$ cat config.mk
export PLATFORM = sky130hd
export DESIGN_NAME = sram_access_arbiter
export DESIGN_NICKNAME = d
export VERILOG_FILES = /design/src/rtl/sram_arb_pkg.sv /design/src/rtl/rr_priority_select.sv /design/src/rtl/sram_access_arbiter.sv
export SDC_FILE = /design/constraint.sdc
export NUM_CORES = 1
export LEC_CHECK = 0
export BUFFER_PORTS_ARGS = -buffer_cell sky130_fd_sc_hd__buf_4
export CORE_MARGIN = 3
export CORE_UTILIZATION = 37
export CTS_CLUSTER_SIZE = 20
export DETAILED_ROUTE_END_ITERATION = 6
export PLACE_DENSITY = 0.82
export SLEW_MARGIN = 10
export SYNTH_ARGS = -nofsm -noshare
export SYNTH_HDL_FRONTEND = slang
export SYNTH_HIERARCHICAL = 1
export SYNTH_SLANG_ARGS = --single-unit
$ cat constraint.sdc
create_clock -name Clock -period 2.2 [get_ports Clock]
set_clock_uncertainty 0.1 [all_clocks]
set_input_delay 0.44 -clock Clock [delete_from_list [all_inputs] [get_ports Clock]]
set_output_delay 0.44 -clock Clock [all_outputs]
set_load 0.05 [all_outputs]
$ cat src/rtl/sram_arb_pkg.sv
// Shared types and constants for the SRAM access arbiter and related arbiters.
package sram_arb_pkg;

  typedef enum logic [1:0] {
    IDLE    = 2'd0,
    GRANTED = 2'd1,
    DRAIN   = 2'd2
  } sram_arb_state_type;

  // Requester indices and the "nobody owns the port" marker
  localparam logic [1:0] REQ_DECODE = 2'd0;
  localparam logic [1:0] REQ_IDCT   = 2'd1;
  localparam logic [1:0] REQ_UCSC   = 2'd2;
  localparam logic [1:0] NO_OWNER   = 2'd3;

  // Next requester index in round-robin order, wrapping 2 -> 0
  function automatic logic [1:0] next_index(input logic [1:0] idx);
    return (idx >= REQ_UCSC) ? REQ_DECODE : idx + 2'd1;
  endfunction

  // One-hot grant vector for a requester index; NO_OWNER maps to all-zero
  function automatic logic [2:0] grant_onehot(input logic [1:0] idx);
    case (idx)
      REQ_DECODE: return 3'b001;
      REQ_IDCT:   return 3'b010;
      REQ_UCSC:   return 3'b100;
      default:    return 3'b000;
    endcase
  endfunction

endpackage

$ cat src/rtl/rr_priority_select.sv
// Combinational winner picker for three requesters: round-robin starting
// after the last owner, or fixed priority with index 0 highest.
module rr_priority_select
  import sram_arb_pkg::*;
(
  input  logic [2:0] req,
  input  logic [1:0] last,
  input  logic       rr_mode,
  output logic       valid,
  output logic [1:0] index
);

  logic [1:0] cand_first;
  logic [1:0] cand_second;
  logic [1:0] cand_third;

  assign cand_first  = next_index(last);
  assign cand_second = next_index(cand_first);
  assign cand_third  = next_index(cand_second);

  // Pick the winner; later assignments override earlier, so the highest
  // priority candidate is tested last
  always_comb begin
    valid = |req;
    index = NO_OWNER;
    if (rr_mode) begin
      if (req[cand_third])  index = cand_third;
      if (req[cand_second]) index = cand_second;
      if (req[cand_first])  index = cand_first;
    end else begin
      if (req[REQ_UCSC])   index = REQ_UCSC;
      if (req[REQ_IDCT])   index = REQ_IDCT;
      if (req[REQ_DECODE]) index = REQ_DECODE;
    end
  end

endmodule

$ cat src/rtl/sram_access_arbiter.sv
// Request/grant arbiter for the shared external SRAM port. Every ownership
// change passes through a READ_LATENCY-cycle drain with the SRAM port idle so
// in-flight read data is never attributed to the wrong stage.
module sram_access_arbiter
  import sram_arb_pkg::*;
#(
  parameter int READ_LATENCY = 2,
  parameter int MAX_HOLD     = 0,
  parameter int RR_MODE      = 1
) (
  input  logic        Clock,
  input  logic        Resetn,
  input  logic [2:0]  Req,
  input  logic [53:0] Req_address,
  input  logic [47:0] Req_write_data,
  input  logic [2:0]  Req_we_n,
  output logic [2:0]  Grant,
  output logic [1:0]  Owner,
  output logic        Busy,
  output logic [17:0] SRAM_address,
  output logic [15:0] SRAM_write_data,
  output logic        SRAM_we_n
);

  localparam logic [2:0] DRAIN_INIT = 3'(READ_LATENCY - 1);
  localparam logic [7:0] HOLD_LIMIT = 8'(MAX_HOLD);
  localparam logic       RR_EN      = (RR_MODE != 0);

  sram_arb_state_type state_reg;
  logic [1:0]         rr_ptr_reg;
  logic [7:0]         hold_cnt_reg;
  logic [2:0]         drain_cnt_reg;

  logic               sel_valid;
  logic [1:0]         sel_index;
  logic               owner_req;
  logic               preempt;

  // Per-requester bundles; slot 3 holds the idle values so Owner = NO_OWNER
  // indexes a safe entry
  logic [17:0] addr_arr [4];
  logic [15:0] data_arr [4];
  logic        we_arr   [4];

  for (genvar gi = 0; gi < 4; gi++) begin : g_bundle
    if (gi < 3) begin : g_req
      assign addr_arr[gi] = Req_address[gi*18 +: 18];
      assign data_arr[gi] = Req_write_data[gi*16 +: 16];
      assign we_arr[gi]   = Req_we_n[gi];
    end else begin : g_idle
      assign addr_arr[gi] = '0;
      assign data_arr[gi] = '0;
      assign we_arr[gi]   = 1'b1;
    end
  end

  rr_priority_select u_select (
    .req     (Req),
    .last    (rr_ptr_reg),
    .rr_mode (RR_EN),
    .valid   (sel_valid),
    .index   (sel_index)
  );

  assign owner_req = |(Req & Grant);
  assign preempt   = (MAX_HOLD != 0) && (hold_cnt_reg == HOLD_LIMIT) && (|(Req & ~Grant));

  // Arbitration FSM with registered Grant/Owner/Busy and the hold/drain counters
  always_ff @(posedge Clock or negedge Resetn) begin
    if (!Resetn) begin
      state_reg     <= IDLE;
      Grant         <= 3'b000;
      Owner         <= NO_OWNER;
      Busy          <= 1'b0;
      rr_ptr_reg    <= REQ_UCSC;
      hold_cnt_reg  <= 8'd0;
      drain_cnt_reg <= 3'd0;
    end else begin
      case (state_reg)
        IDLE: begin
          if (sel_valid) begin
            state_reg    <= GRANTED;
            Grant        <= grant_onehot(sel_index);
            Owner        <= sel_index;
            Busy         <= 1'b1;
            hold_cnt_reg <= 8'd1;
          end
        end
        GRANTED: begin
          if (!owner_req || preempt) begin
            state_reg     <= DRAIN;
            Grant         <= 3'b000;
            Owner         <= NO_OWNER;
            rr_ptr_reg    <= Owner;
            drain_cnt_reg <= DRAIN_INIT;
          end else if (hold_cnt_reg != 8'hFF) begin
            hold_cnt_reg <= hold_cnt_reg + 8'd1;
          end
        end
        DRAIN: begin
          if (drain_cnt_reg != 3'd0) begin
            drain_cnt_reg <= drain_cnt_reg - 3'd1;
          end else if (sel_valid) begin
            state_reg    <= GRANTED;
            Grant        <= grant_onehot(sel_index);
            Owner        <= sel_index;
            hold_cnt_reg <= 8'd1;
          end else begin
            state_reg <= IDLE;
            Busy      <= 1'b0;
          end
        end
        default: begin
          state_reg <= IDLE;
          Grant     <= 3'b000;
          Owner     <= NO_OWNER;
          Busy      <= 1'b0;
        end
      endcase
    end
  end

  // Route the owner's bundle to the SRAM only while granted; idle values otherwise
  always_comb begin
    SRAM_address    = '0;
    SRAM_write_data = '0;
    SRAM_we_n       = 1'b1;
    if (state_reg == GRANTED) begin
      SRAM_address    = addr_arr[Owner];
      SRAM_write_data = data_arr[Owner];
      SRAM_we_n       = we_arr[Owner];
    end
  end

  // Grant must never select more than one requester
  always @(posedge Clock) begin
    if (Resetn) begin
      assert ($onehot0(Grant));
    end
  end

endmodule
== Word-level counts from Yosys, hierarchy flattened ==
Index checks and enable logic that the tools add are counted.

* Add/sub/neg operators: 4
* Reductions and logical operators: 11
* Magnitude comparators: 7
* Bitwise gates (word level): 4
* Mux-type cells: 45
* Equal/unequal tests: 9

{| class="wikitable"
|+ Operator list
! operator !! number
|-
| $mux W18 || 3
|-
| $mux W16 || 3
|-
| $bmux W18 S2 || 1
|-
| $bmux W16 S2 || 1
|-
| $mux W2 || 12
|-
| $pmux W3 S3 || 2
|-
| $mux W3 || 5
|-
| $pmux W2 S3 || 2
|-
| $mux W1 || 10
|-
| $ne A2 B2 Y1 const B || 5
|-
| $lt A2 B3 Y1 const B || 3
|-
| $bmux W1 S2 || 4
|-
| $add A2 B1 Y2 const B || 3
|-
| $ge A2 B2 Y1 const B || 3
|-
| $pmux W3 S2 || 1
|-
| $reduce_and A3 Y1 || 2
|-
| $reduce_or A3 Y1 || 2
|-
| $eq A2 B1 Y1 const B || 2
|-
| $eq A2 B2 Y1 const B || 2
|-
| $logic_not A2 Y1 || 2
|-
| $reduce_and A2 Y1 || 2
|-
| $reduce_and A4 Y1 || 1
|-
| $and A3 B3 Y3 || 1
|-
| $ge A3 B3 Y1 const B || 1
|-
| 6 further kinds || 7
|}

* Output and inout bits: 41
* Register bits: 13
* Bits of input ports: 110

== Depth between registers and ports, before layout ==
* Word-level depth: 16
* Mapped depth: 6

== Modules after synthesis ==
Netlist, hierarchy kept.

{| class="wikitable"
|+ By module, submodules not included
! module !! area each (um^2) !! seq. area each (um^2) !! cells an instance !! instances
|-
| sram_access_arbiter || 1508.9 || 329.1 || 222 || 1
|-
| rr_priority_select || 57.6 || 0.0 || 8 || 1
|}

== Worst setup path after synthesis ==
No wires, ideal clock.

* Kind: register to output
* From: reg Owner[1]
* To: out SRAM_address[0]
* Slack: -0.417 ns
* Arrival time: 2.077 ns
* Stages on the path, launching flop included: 7
* Cell sequence: dfstp_2 -> buf_2 -> buf_4 -> mux2i_1 -> nor2_1 -> a21oi_1 -> nor2_1

* Cells in the longest elaborated chain, start to end: 5

{| class="wikitable"
|+ RTL lines
! element !! RTL line !! RTL
|-
| start, declared || sram_access_arbiter.sv:18 || <nowiki>output logic [1:0] Owner,</nowiki>
|-
| start signal, assigned || sram_access_arbiter.sv:84 || <nowiki>Owner <= sel_index;</nowiki>
|-
| start signal, assigned || sram_access_arbiter.sv:106 || <nowiki>Owner <= sel_index;</nowiki>
|-
| $not A2 Y3 (implied by the code) || sram_access_arbiter.sv:129 || <nowiki>SRAM_address = addr_arr[Owner];</nowiki>
|-
| $bmux W18 S2 || sram_access_arbiter.sv:129 ||
|-
| $mux W18 (implied by the code) (2 in a row) || sram_access_arbiter.sv:129 ||
|-
| $mux W18 || sram_access_arbiter.sv:128 || <nowiki>if (state_reg == GRANTED) begin</nowiki>
|-
| end, declared || sram_access_arbiter.sv:20 || <nowiki>output logic [17:0] SRAM_address,</nowiki>
|}

Every way passes these cells. The select of a mux whose other input is x is not followed.

== Worst setup path after layout ==
* From: reg Owner[1]
* To: out SRAM_address[6]

The elaborated chain is that of the path after synthesis.

==> flow_summary.toml <==
[yosys]
netlist-cell-type-count = 39
synth_area_um2 = 1567
synth_area_leader_cell = "mux2i_1"
synth.top_cells.by_count = "76 x nor2_1, 39 x a21oi_1, 34 x mux2i_1"
syn_avg_cell_area_um2 = 6.811
ys_seq_area_frac = 0.2101
synthTopCellsByArea = "mux2i_1 22%, nor2_1 18%, dfrtp_1 16%"
synth_flop_cell = "dfrtp_1"
ys_ff_latch = 13
yosys.cell_count.top_type = "nor2_1"
postSynthCellCount = 230
async_flop_share = 1.000
ys_warn_count = 6
synth_top_area_share = 0.2173
synth_edf_count = 0

[status]
violations = "negative setup slack"
status = "complete, but fails checks"

[timing]
min_period_ns = 2.288
tightest_slew_ns = 0.5105
rsz0062_at_grt = "true"
finalSetupTns_ns = -1.322
slew_headroom = 0.6596
setup_ws_ns = -0.08795
holdWs_ns = 0.4223
post-route-period-util = 1.040
slew_viol_final = 0
finalHoldViolations = 0
max_freq_mhz = 437.1
setup_viol = 31

[pwr]
peakVddDrop_v = 0.001036
power_mw = 4.527
p_leak_nw = 1.639
p_per_area_nw_per_um2 = 1298

[clock_tree]
numCtsBuffers = 3
cts_max_path_buffers = 2
clkTransAtPathRegs_ns = 0.05
cts_sinks = 13
insertion_delay_ns = 0.24
htree_num_levels = 1
cts_tree = "done"
cts-root-buf = "clkbuf_8"

[route]
first_pass_iters = 4
viasPerCell = 5.386
wl_per_cell_um = 17.54
postRouteAntennaNets = 0
vias = 2316
initialDrtViolationCount = 80
drc = 0
drt-total-wl_um = 7543

[placed_design]
placed_area_um2 = 3008
port_buffers = 150
place_hpwl_um = 5011
gp_congestion = 0.8495

[run]
cap_violations = 0

[setup_path]
r2r_cells = 4
cp_data_required_time_ns = 1.66
crit_path_end_kind = "output pin"
reg2reg_to = "rr_ptr_reg[0]"
r2r_slack_ns = 0.37
crit_arrival_ns = 1.75
start_kind = "flop"
critical_path_class = "reg -> out"
rr_startpoint = "Grant[0]"
worstPathMaxFanout = 12

[worst_hold_path]
hold_depth = 1
hp-class = "reg -> reg"
hold_start = "rr_ptr_reg[0]"
min_to = "rr_ptr_reg[0]"

[floorplan]
dieArea_um2 = 5050
start_util = 0.3888
io_pins = 151
core_area_um2 = 4029
rows = 23
die_w_um = 71.07
die_y_um = 71.07

[global_route]
antenna_found_initial = 0
grt_pass1_vias = 2392
met1_usage = 0.3102
grtUsageMet3 = 0.03267
grt_util_all_layers = 0.2767
grt-ovfl-total = 0
grt_pass1_wl_um = 11420
grt-busiest-layer = "met2"
grt_max_degree = 35
grt_util_met2 = 0.5386

[final_layout]
finalInstanceArea_um2 = 3487
syn_to_final_growth_pct = 122.6
n_fill_cell = 214
nets = 493
utilization = 0.8655
drive_above_1_share = 0.6474
diodes = 0
[worst max-delay path by stage]
stage          startpoint                  end  slack [ns]  cells past startpoint
2_1_floorplan    Owner[1]  SRAM_write_data[15]       -0.07                      5
3_3_place_gp     Owner[1]   SRAM_write_data[2]        0.13                      6
3_5_place_dp     Owner[1]      SRAM_address[0]        0.11                      6
4_1_cts          Owner[1]  SRAM_write_data[14]       -0.07                      7
5_1_grt          Owner[1]      SRAM_address[6]       -0.16                      6
6_report         Owner[1]      SRAM_address[6]       -0.09                      6
[cells by family after synthesis]
kind of cell               after synthesis  synth area share
muxes                                   37            0.2388
other                                    1          0.002394
and+or+nand+nor                         95            0.2524
AOI/OAI and AO/OA                       58            0.2141
adders and majority gates                2           0.01597
buffers and inverters                   24           0.06629
DFF                                     13            0.2101
[layout by cell type, fill, tap and decap left out, types with 2 or more instances in the layout]
cell type,instances
buf_8,3
nor2_2,6
clkbuf_8,3
ha_1,2
a21oi_2,19
mux2i_2,3
a21oi_4,14
nor2_1,44
buf_6,25
nor2b_1,2
dfstp_2,3
mux2i_1,30
a21oi_1,6
a22o_1,2
nand2_1,4
buf_12,4
o21ai_0,4
nand2b_1,3
conb_1,2
dfrtp_1,10
or3_1,2
nor2_4,27
buf_4,130
mux2_1,2
inv_1,5
[repair_timing]
item	4_1_cts	5_1_grt
buffers inserted	1	1
setup endpoints to repair	35	35
hold buffers	1	0
gates cloned	1	0
pin swaps	1	4
endpoints found under the hold margin	10	0
resized for setup	72	18
[critical path, cell delays in order (launching register included)]
cell and delay (ns):
dfstp_2 0.61, buf_12 0.19, mux2i_4 0.26, nor2_1 0.08, a21oi_2 0.16, nor2_4 0.04, buf_6 0.16
[layer usage]
layer  vias to the layer above  part of all wire
li1                       1093                 -
met1                      1105              0.36
met2                       103              0.55
met3                        15             0.071
met4                         0             0.026
met5                         -                 0
[stage by stage]
step,setup WS (ns),cells
after floorplan,-0.07393,231
after global placement,0.1332,423
after detailed placement,0.1060,423
after CTS,-0.06584,430
after global routing,-0.1634,430
final,-0.08795,430
[power breakdown]
group	internal (mW)	switching, mW
Combinational	1.48	2.37
Sequential	0.366	0.0952
Clock	0.128	0.0859
[final cells by class]
type / count / area [µm²] / area share
flip-flops and latches: 13 / 329.1 / 0.09437
repair buffers: 163 / 1393 / 0.3994
well taps: 50 / 62.56 / 0.01794
clock buffers: 4 / 45.04 / 0.01292
multi-input cells: 194 / 1635 / 0.4690
inverters: 6 / 22.52 / 0.006459
(Power assumes the default switching activity.)
